**config.mk**
```make
export PLATFORM = sky130hd
export DESIGN_NAME = phase2_sequencer
export DESIGN_NICKNAME = d
export VERILOG_FILES = /design/src/rtl/phase2_pkg.sv /design/src/rtl/ctrl_decode.sv /design/src/rtl/phase2_sequencer.sv
export SDC_FILE = /design/constraint.sdc
export NUM_CORES = 1
export LEC_CHECK = 0
export ABC_CLOCK_PERIOD_IN_PS = 3900
export CAP_MARGIN = 25
export CORE_MARGIN = 2
export CORE_UTILIZATION = 52
export DETAILED_ROUTE_END_ITERATION = 8
export PLACE_DENSITY_LB_ADDON = 0.08
export SLEW_MARGIN = 20
export SYNTH_ARGS = -nofsm -noshare
export SYNTH_HDL_FRONTEND = slang
export SYNTH_SLANG_ARGS = --single-unit
```
**constraint.sdc**
```tcl
create_clock -name clk -period 3.9 [get_ports clk]
set_input_delay 0.585 -clock clk [delete_from_list [all_inputs] [get_ports clk]]
set_output_delay 0.585 -clock clk [all_outputs]
set_load 0.01 [all_outputs]
```
**src/rtl/phase2_pkg.sv**
```systemverilog
// Shared encodings for the Phase II control path: opcodes, ALU controls, FSM states and
// instruction field positions.
package phase2_pkg;

  localparam logic [3:0] OpNop   = 4'h0;
  localparam logic [3:0] OpAdd   = 4'h1;
  localparam logic [3:0] OpSub   = 4'h2;
  localparam logic [3:0] OpAnd   = 4'h3;
  localparam logic [3:0] OpOr    = 4'h4;
  localparam logic [3:0] OpXor   = 4'h5;
  localparam logic [3:0] OpSlt   = 4'h6;
  localparam logic [3:0] OpSll   = 4'h7;
  localparam logic [3:0] OpLoad  = 4'h8;
  localparam logic [3:0] OpStore = 4'h9;
  localparam logic [3:0] OpJmp   = 4'hA;
  localparam logic [3:0] OpBz    = 4'hB;
  localparam logic [3:0] OpHalt  = 4'hF;

  typedef enum logic [2:0] {
    AluAdd = 3'd0,
    AluSub = 3'd1,
    AluAnd = 3'd2,
    AluOr  = 3'd3,
    AluXor = 3'd4,
    AluSlt = 3'd5,
    AluSll = 3'd6
  } alu_ctrl_e;

  typedef enum logic [2:0] {
    ClsNop,
    ClsAlu,
    ClsLoad,
    ClsStore,
    ClsJmp,
    ClsBz,
    ClsHalt
  } instr_cls_e;

  typedef enum logic [2:0] {
    StIdle,
    StF0,
    StF1,
    StDec,
    StEx,
    StMem,
    StWb,
    StHalt
  } state_e;

  localparam int unsigned OpMsb  = 31;
  localparam int unsigned OpLsb  = 28;
  localparam int unsigned RdMsb  = 27;
  localparam int unsigned RdLsb  = 23;
  localparam int unsigned RsMsb  = 22;
  localparam int unsigned RsLsb  = 18;
  localparam int unsigned RtMsb  = 17;
  localparam int unsigned RtLsb  = 13;
  localparam int unsigned ImmMsb = 10;
  localparam int unsigned ImmLsb = 0;

  function automatic logic [3:0] ir_op(logic [31:0] ir);
    return ir[OpMsb:OpLsb];
  endfunction

  function automatic logic [4:0] ir_rd(logic [31:0] ir);
    return ir[RdMsb:RdLsb];
  endfunction

  function automatic logic [4:0] ir_rs(logic [31:0] ir);
    return ir[RsMsb:RsLsb];
  endfunction

  function automatic logic [4:0] ir_rt(logic [31:0] ir);
    return ir[RtMsb:RtLsb];
  endfunction

  function automatic logic [10:0] ir_imm(logic [31:0] ir);
    return ir[ImmMsb:ImmLsb];
  endfunction

endpackage

```
**src/rtl/ctrl_decode.sv**
```systemverilog
// Combinational opcode decode: ALU operation, instruction class and illegal-opcode flag.
module ctrl_decode
  import phase2_pkg::*;
(
  input  logic [3:0] opcode,
  output alu_ctrl_e  alu_ctrl,
  output instr_cls_e cls,
  output logic       illegal
);

  always_comb begin
    alu_ctrl = AluAdd;
    cls      = ClsNop;
    illegal  = 1'b0;
    case (opcode)
      OpNop:   cls = ClsNop;
      OpAdd:   begin cls = ClsAlu; alu_ctrl = AluAdd; end
      OpSub:   begin cls = ClsAlu; alu_ctrl = AluSub; end
      OpAnd:   begin cls = ClsAlu; alu_ctrl = AluAnd; end
      OpOr:    begin cls = ClsAlu; alu_ctrl = AluOr;  end
      OpXor:   begin cls = ClsAlu; alu_ctrl = AluXor; end
      OpSlt:   begin cls = ClsAlu; alu_ctrl = AluSlt; end
      OpSll:   begin cls = ClsAlu; alu_ctrl = AluSll; end
      OpLoad:  cls = ClsLoad;
      OpStore: cls = ClsStore;
      OpJmp:   cls = ClsJmp;
      // Branch compares rs and rt by subtracting and watching the zero flag.
      OpBz:    begin cls = ClsBz; alu_ctrl = AluSub; end
      OpHalt:  cls = ClsHalt;
      default: illegal = 1'b1;
    endcase
  end

endmodule

```
**src/rtl/phase2_sequencer.sv**
```systemverilog
// Multicycle control FSM: fetches two 16-bit words per instruction, then drives register file,
// ALU and SRAM control lines as Moore decodes of state and IR.
module phase2_sequencer
  import phase2_pkg::*;
(
  input  logic        clk,
  input  logic        rst_n,
  input  logic        start,
  input  logic [15:0] mem_rdata,
  input  logic        alu_zero,
  output logic [10:0] mem_addr,
  output logic        mem_oe_n,
  output logic        mem_we_n,
  output logic [4:0]  rf_ra1,
  output logic [4:0]  rf_ra2,
  output logic [4:0]  rf_wa,
  output logic        rf_we,
  output logic        rf_wsel,
  output logic [2:0]  alu_ctrl,
  output logic [10:0] pc,
  output logic        halted,
  output logic        illegal
);

  state_e      state_q, state_d;
  logic [31:0] ir_q;
  logic [10:0] pc_q;
  logic        illegal_q;

  alu_ctrl_e   dec_alu_ctrl;
  instr_cls_e  dec_cls;
  logic        dec_illegal;

  logic [4:0]  rd, rs, rt;
  logic [10:0] imm;
  logic        take_jump;
  logic        unused_ir;

  assign rd  = ir_rd(ir_q);
  assign rs  = ir_rs(ir_q);
  assign rt  = ir_rt(ir_q);
  assign imm = ir_imm(ir_q);
  assign unused_ir = ^ir_q[12:11];

  ctrl_decode u_ctrl_decode (
    .opcode   (ir_op(ir_q)),
    .alu_ctrl (dec_alu_ctrl),
    .cls      (dec_cls),
    .illegal  (dec_illegal)
  );

  assign take_jump = (state_q == StEx) &&
                     ((dec_cls == ClsJmp) || ((dec_cls == ClsBz) && alu_zero));

  always_ff @(posedge clk or negedge rst_n) begin
    if (!rst_n) begin
      state_q <= StIdle;
    end else begin
      state_q <= state_d;
    end
  end

  always_ff @(posedge clk or negedge rst_n) begin
    if (!rst_n) begin
      ir_q      <= '0;
      pc_q      <= '0;
      illegal_q <= 1'b0;
    end else begin
      if (state_q == StF1) ir_q[31:16] <= mem_rdata;
      if (state_q == StDec) begin
        ir_q[15:0] <= mem_rdata;
        pc_q       <= pc_q + 11'd2;
      end
      // Taken branches and jumps override the increment already applied in DEC.
      if (take_jump) pc_q <= {imm[10:1], 1'b0};
      if ((state_q == StEx) && dec_illegal) illegal_q <= 1'b1;
    end
  end

  always_comb begin
    state_d  = state_q;
    mem_addr = '0;
    mem_oe_n = 1'b1;
    mem_we_n = 1'b1;
    rf_ra1   = '0;
    rf_ra2   = '0;
    rf_wa    = '0;
    rf_we    = 1'b0;
    rf_wsel  = 1'b0;
    alu_ctrl = AluAdd;
    unique case (state_q)
      StIdle: begin
        if (start) state_d = StF0;
      end
      StF0: begin
        mem_addr = pc_q;
        mem_oe_n = 1'b0;
        state_d  = StF1;
      end
      StF1: begin
        mem_addr = pc_q + 11'd1;
        mem_oe_n = 1'b0;
        state_d  = StDec;
      end
      StDec: begin
        state_d = StEx;
      end
      StEx: begin
        rf_ra1   = rs;
        rf_ra2   = rt;
        alu_ctrl = dec_alu_ctrl;
        if (dec_cls == ClsAlu) begin
          rf_wa = rd;
          rf_we = (rd != 5'd0);
        end
        case (dec_cls)
          ClsLoad, ClsStore: state_d = StMem;
          ClsHalt:           state_d = StHalt;
          default:           state_d = StF0;
        endcase
      end
      StMem: begin
        mem_addr = imm;
        if (dec_cls == ClsLoad) begin
          mem_oe_n = 1'b0;
          state_d  = StWb;
        end else begin
          mem_we_n = 1'b0;
          rf_ra2   = rt;
          state_d  = StF0;
        end
      end
      StWb: begin
        rf_wa   = rd;
        rf_we   = (rd != 5'd0);
        rf_wsel = 1'b1;
        state_d = StF0;
      end
      StHalt: begin
        state_d = StHalt;
      end
      default: state_d = StIdle;
    endcase
  end

  assign pc      = pc_q;
  assign halted  = (state_q == StHalt);
  assign illegal = illegal_q;

endmodule

```
==> out/metrics.yaml <==
run_status:
  status: "finished clean"
setup_path:
  ff2ff_path_depth: 4
  worstPathArrival_ns: 2.45
  critical_path_class: "register to output port"
  worstPathCellList: "nor3b_4 -> buf_4 -> a31o_2 -> clkdlybuf4s50_1"
  cp.required_ns: 3.31
  crit_path_end_kind: "output port"
  setup.worst_path.start_class: "register"
  crit_slowest_cell: "nor3b_4"
  crit_path_max_incr_delay_ns: 0.61
  cp_max_fo: 16
  reg2reg_setup_slack_ns: 1.85
cells_and_area:
  antenna_cells: 0
  syn_to_final_growth_pct: 30.35
  final_nets: 339
  multi_input_area_sq_um: 1220
  n_fill_cell: 366
  drive_above_1_share: 0.1003
  seq_area_sq_um: 1101
clock_tree:
  hold_buffers: 0
  htree_levels: 2
  numCtsBuffers: 5
  worst_skew_pair.late_latency_ns: 0.29
  post_cts_buffers: 0
  path_clk_slew_ns: 0.08
  cts_root_buffer: "clkbuf_8"
  cts_tree: "built"
  clk_path_buf_depth: 2
  post_cts_resized: 0
  cts.sinks: 44
yosys:
  synth-simple-area-share: 0.2486
  syn_inst: 264
  synth-adder-area-share: 0.005136
  synth_fp_nets: 285
  synthMuxAreaShare: 0.1150
  ys_ff_latch: 44
  synth_area_per_cell_sq_um: 9.228
  synth-xor-area-share: 0.007191
  synth_top_area_share: 0.4520
  synth_compound_area_frac: 0.1207
  synth_cell_types: 43
  netlist_area_sq_um: 2436
  yosys.area.top_type: "dfrtp_1"
  ys.warnings.count: 0
  synthTopCellsByArea: "dfrtp_1, nand2_1, mux2_2, mux2i_1, and2_1"
  ys_seq_area_frac: 0.4520
  synth_top_family_by_area: "simple AND/OR/NAND/NOR gates"
grt:
  grt_pass1_wl_mm: 9.922
  grt_usage: 0.2422
  grt_antenna_before_repair: 0
  grt_pass1_vias: 2070
  grt.overflow.total: 0
  grt_max_degree: 45
power:
  cellLeakagePower_nw: 1.338
  p_total_mw: 2.522
  combPwrFrac: 0.475
  p_sw_mw: 1.006
  p_int_mw: 1.516
  p_seq_frac: 0.379
  pwr-share-clk: 0.146
  power_density_nw_per_um2: 794.1
  switching_share: 0.3989
  peakVddDrop_uv: 483.2
die:
  placementRows: 24
  die_x_um: 72.45
  num_io_pins: 66
  fp.dieH_um: 72.45
  coreArea_sq_um: 4444
  start_util: 0.5481
  die_area_sq_um: 5248
timing:
  tns_ns: 0
  layout_min_cycle_time_ns: 3.032
  fmax_mhz: 329.9
  setup_viol: 0
  hold_viol_final: 0
  report.final.slew_viol_count: 0
  tightest_slew_ns: 0.8927
  rsz0062_at_grt: "false"
  slew_headroom: 0.4031
  skew_ns: 0.007248
  fin_crit_sh: 0.7773
route:
  drtIter0Drc: 204
  num_vias: 2127
  antenna_left: 0
  firstDrtPassIters: 4
  drc: 0
  wire_per_inst_um: 15.95
  viasPerCell: 5.733
  routed_wl_mm: 5.917
hold_path:
  min_path_type: "primary input to async pin"
run:
  cap_violations: 0
placed_design:
  dp_hpwl_mm: 4.180
  io_buffers: 64
  gp_congestion: 0.8729
## critical path, delay by kind of cell (launching register included)
kind	cells	cell delay [ns]
compound gates	1	0.14
buf+inv	2	0.87
flops	1	0.53
simple gates	1	0.61
## area by class of cell
class	count	share of cell area
clock buffers	6	0.02600
clock inverters	2	0.01221
inverters	2	0.002364
multi-input cells	198	0.3842
flip-flops and latches	44	0.3467
well taps	52	0.02049
repair buffers	67	0.2080
## registers in the layout, indices dropped and copies added (netlist names)
| signal | cells |
|---|---|
| illegal | 1 |
| ir_q | 30 |
| pc | 10 |
| state_q | 3 |
## synthesized netlist by cell type (all sizes together)
cell type and instances:
a31oi 1, nor3b 4, a21o 1, and3 2
nor2b 2, inv 2, a32o 1, a21oi 6
a32oi 1, nor3 5, nand2b 5, ha 1
a31o 1, a41oi 2, nand3b 2, mux2 16
mux2i 10, buf 18, and2 15, o32a 1
nand2 67, a41o 1, o21ai 20, nand4 1
a22oi 2, and3b 1, nor2 8, nand3 8
or4 2, o21a 2, clkbuf 2, a221o 1
xnor2 2, or3 1, and4 2, dfrtp 44
conb 1, o311ai 3
## path summary, 6_finish.rpt
kind | startpoint | end
max | state_q[1] | mem_addr[0]
min | rst_n | illegal
max reg2reg | state_q[2] | pc[6]
min reg2reg | ir_q[14] | ir_q[14]
max in group asynchronous | rst_n | ir_q[5]
min in group clk | ir_q[14] | ir_q[14]
## cell families (layout without fill, tap and decap cells)
family	after synthesis	count (layout)
buffers and inverters	22	77
DFF	44	44
xor gates and xnor gates	2	2
other	1	1
and+or+nand+nor	125	125
AOI/OAI and AO/OA	43	43
adders and majority gates	1	1
muxes	26	26
## stage by stage
step | std cells | hold WS, ns | setup slack (ns) | instance area (sq um) | util
2_1_floorplan | 264 | 0.2894 | 2.039 | 2436 | -
3_3_place_gp | 363 | 0.4533 | 1.231 | 3052 | 0.6867
3_5_place_dp | 363 | 0.4584 | 1.166 | 3052 | 0.6867
4_1_cts | 371 | 0.4687 | 0.8394 | 3173 | 0.7140
5_1_grt | 371 | 0.3197 | 0.7165 | 3176 | 0.7145
6_report | 371 | 0.2713 | 0.8684 | 3176 | 0.7145
## per-layer routing
metal | up-vias | track usage | wire length [um]
met5 | - | 0 | 0
met3 | 7 | 0.04444 | 302
met4 | 0 | 0.09465 | 72
met1 | 1037 | 0.3451 | 2729
li1 | 1014 | - | -
met2 | 69 | 0.3690 | 2812
## cells in the final DEF (no fill, tap or decap), drive strengths merged, types with 2 or more instances in the layout
cell,instances
o21ai,20
a22oi,2
and2,15
nand3,8
xnor2,2
nor3b,4
and3,2
o311ai,3
nor3,5
mux2,16
a21oi,6
nand2,67
mux2i,10
clkbuf,6
o21a,2
nand2b,5
nor2b,2
buf,4
inv,2
nand3b,2
nor2,8
or4,2
dfrtp,44
and4,2
a41oi,2
clkdlybuf4s50,63
## power groups by stage
| stage | Combinational (mW) | Clock (mW) | Sequential (mW) |
|---|---|---|---|
| 2_1_floorplan | 0.835 | 0 | 0.827 |
| 3_3_place_gp | 1.18 | 0 | 0.946 |
| 3_5_place_dp | 1.19 | 0 | 0.958 |
| 4_1_cts | 1.20 | 0.376 | 0.947 |
| 5_1_grt | 1.31 | 0.388 | 0.997 |
| 6_report | 1.20 | 0.368 | 0.956 |
No activity file was read; power rests on OpenSTA's default activity.
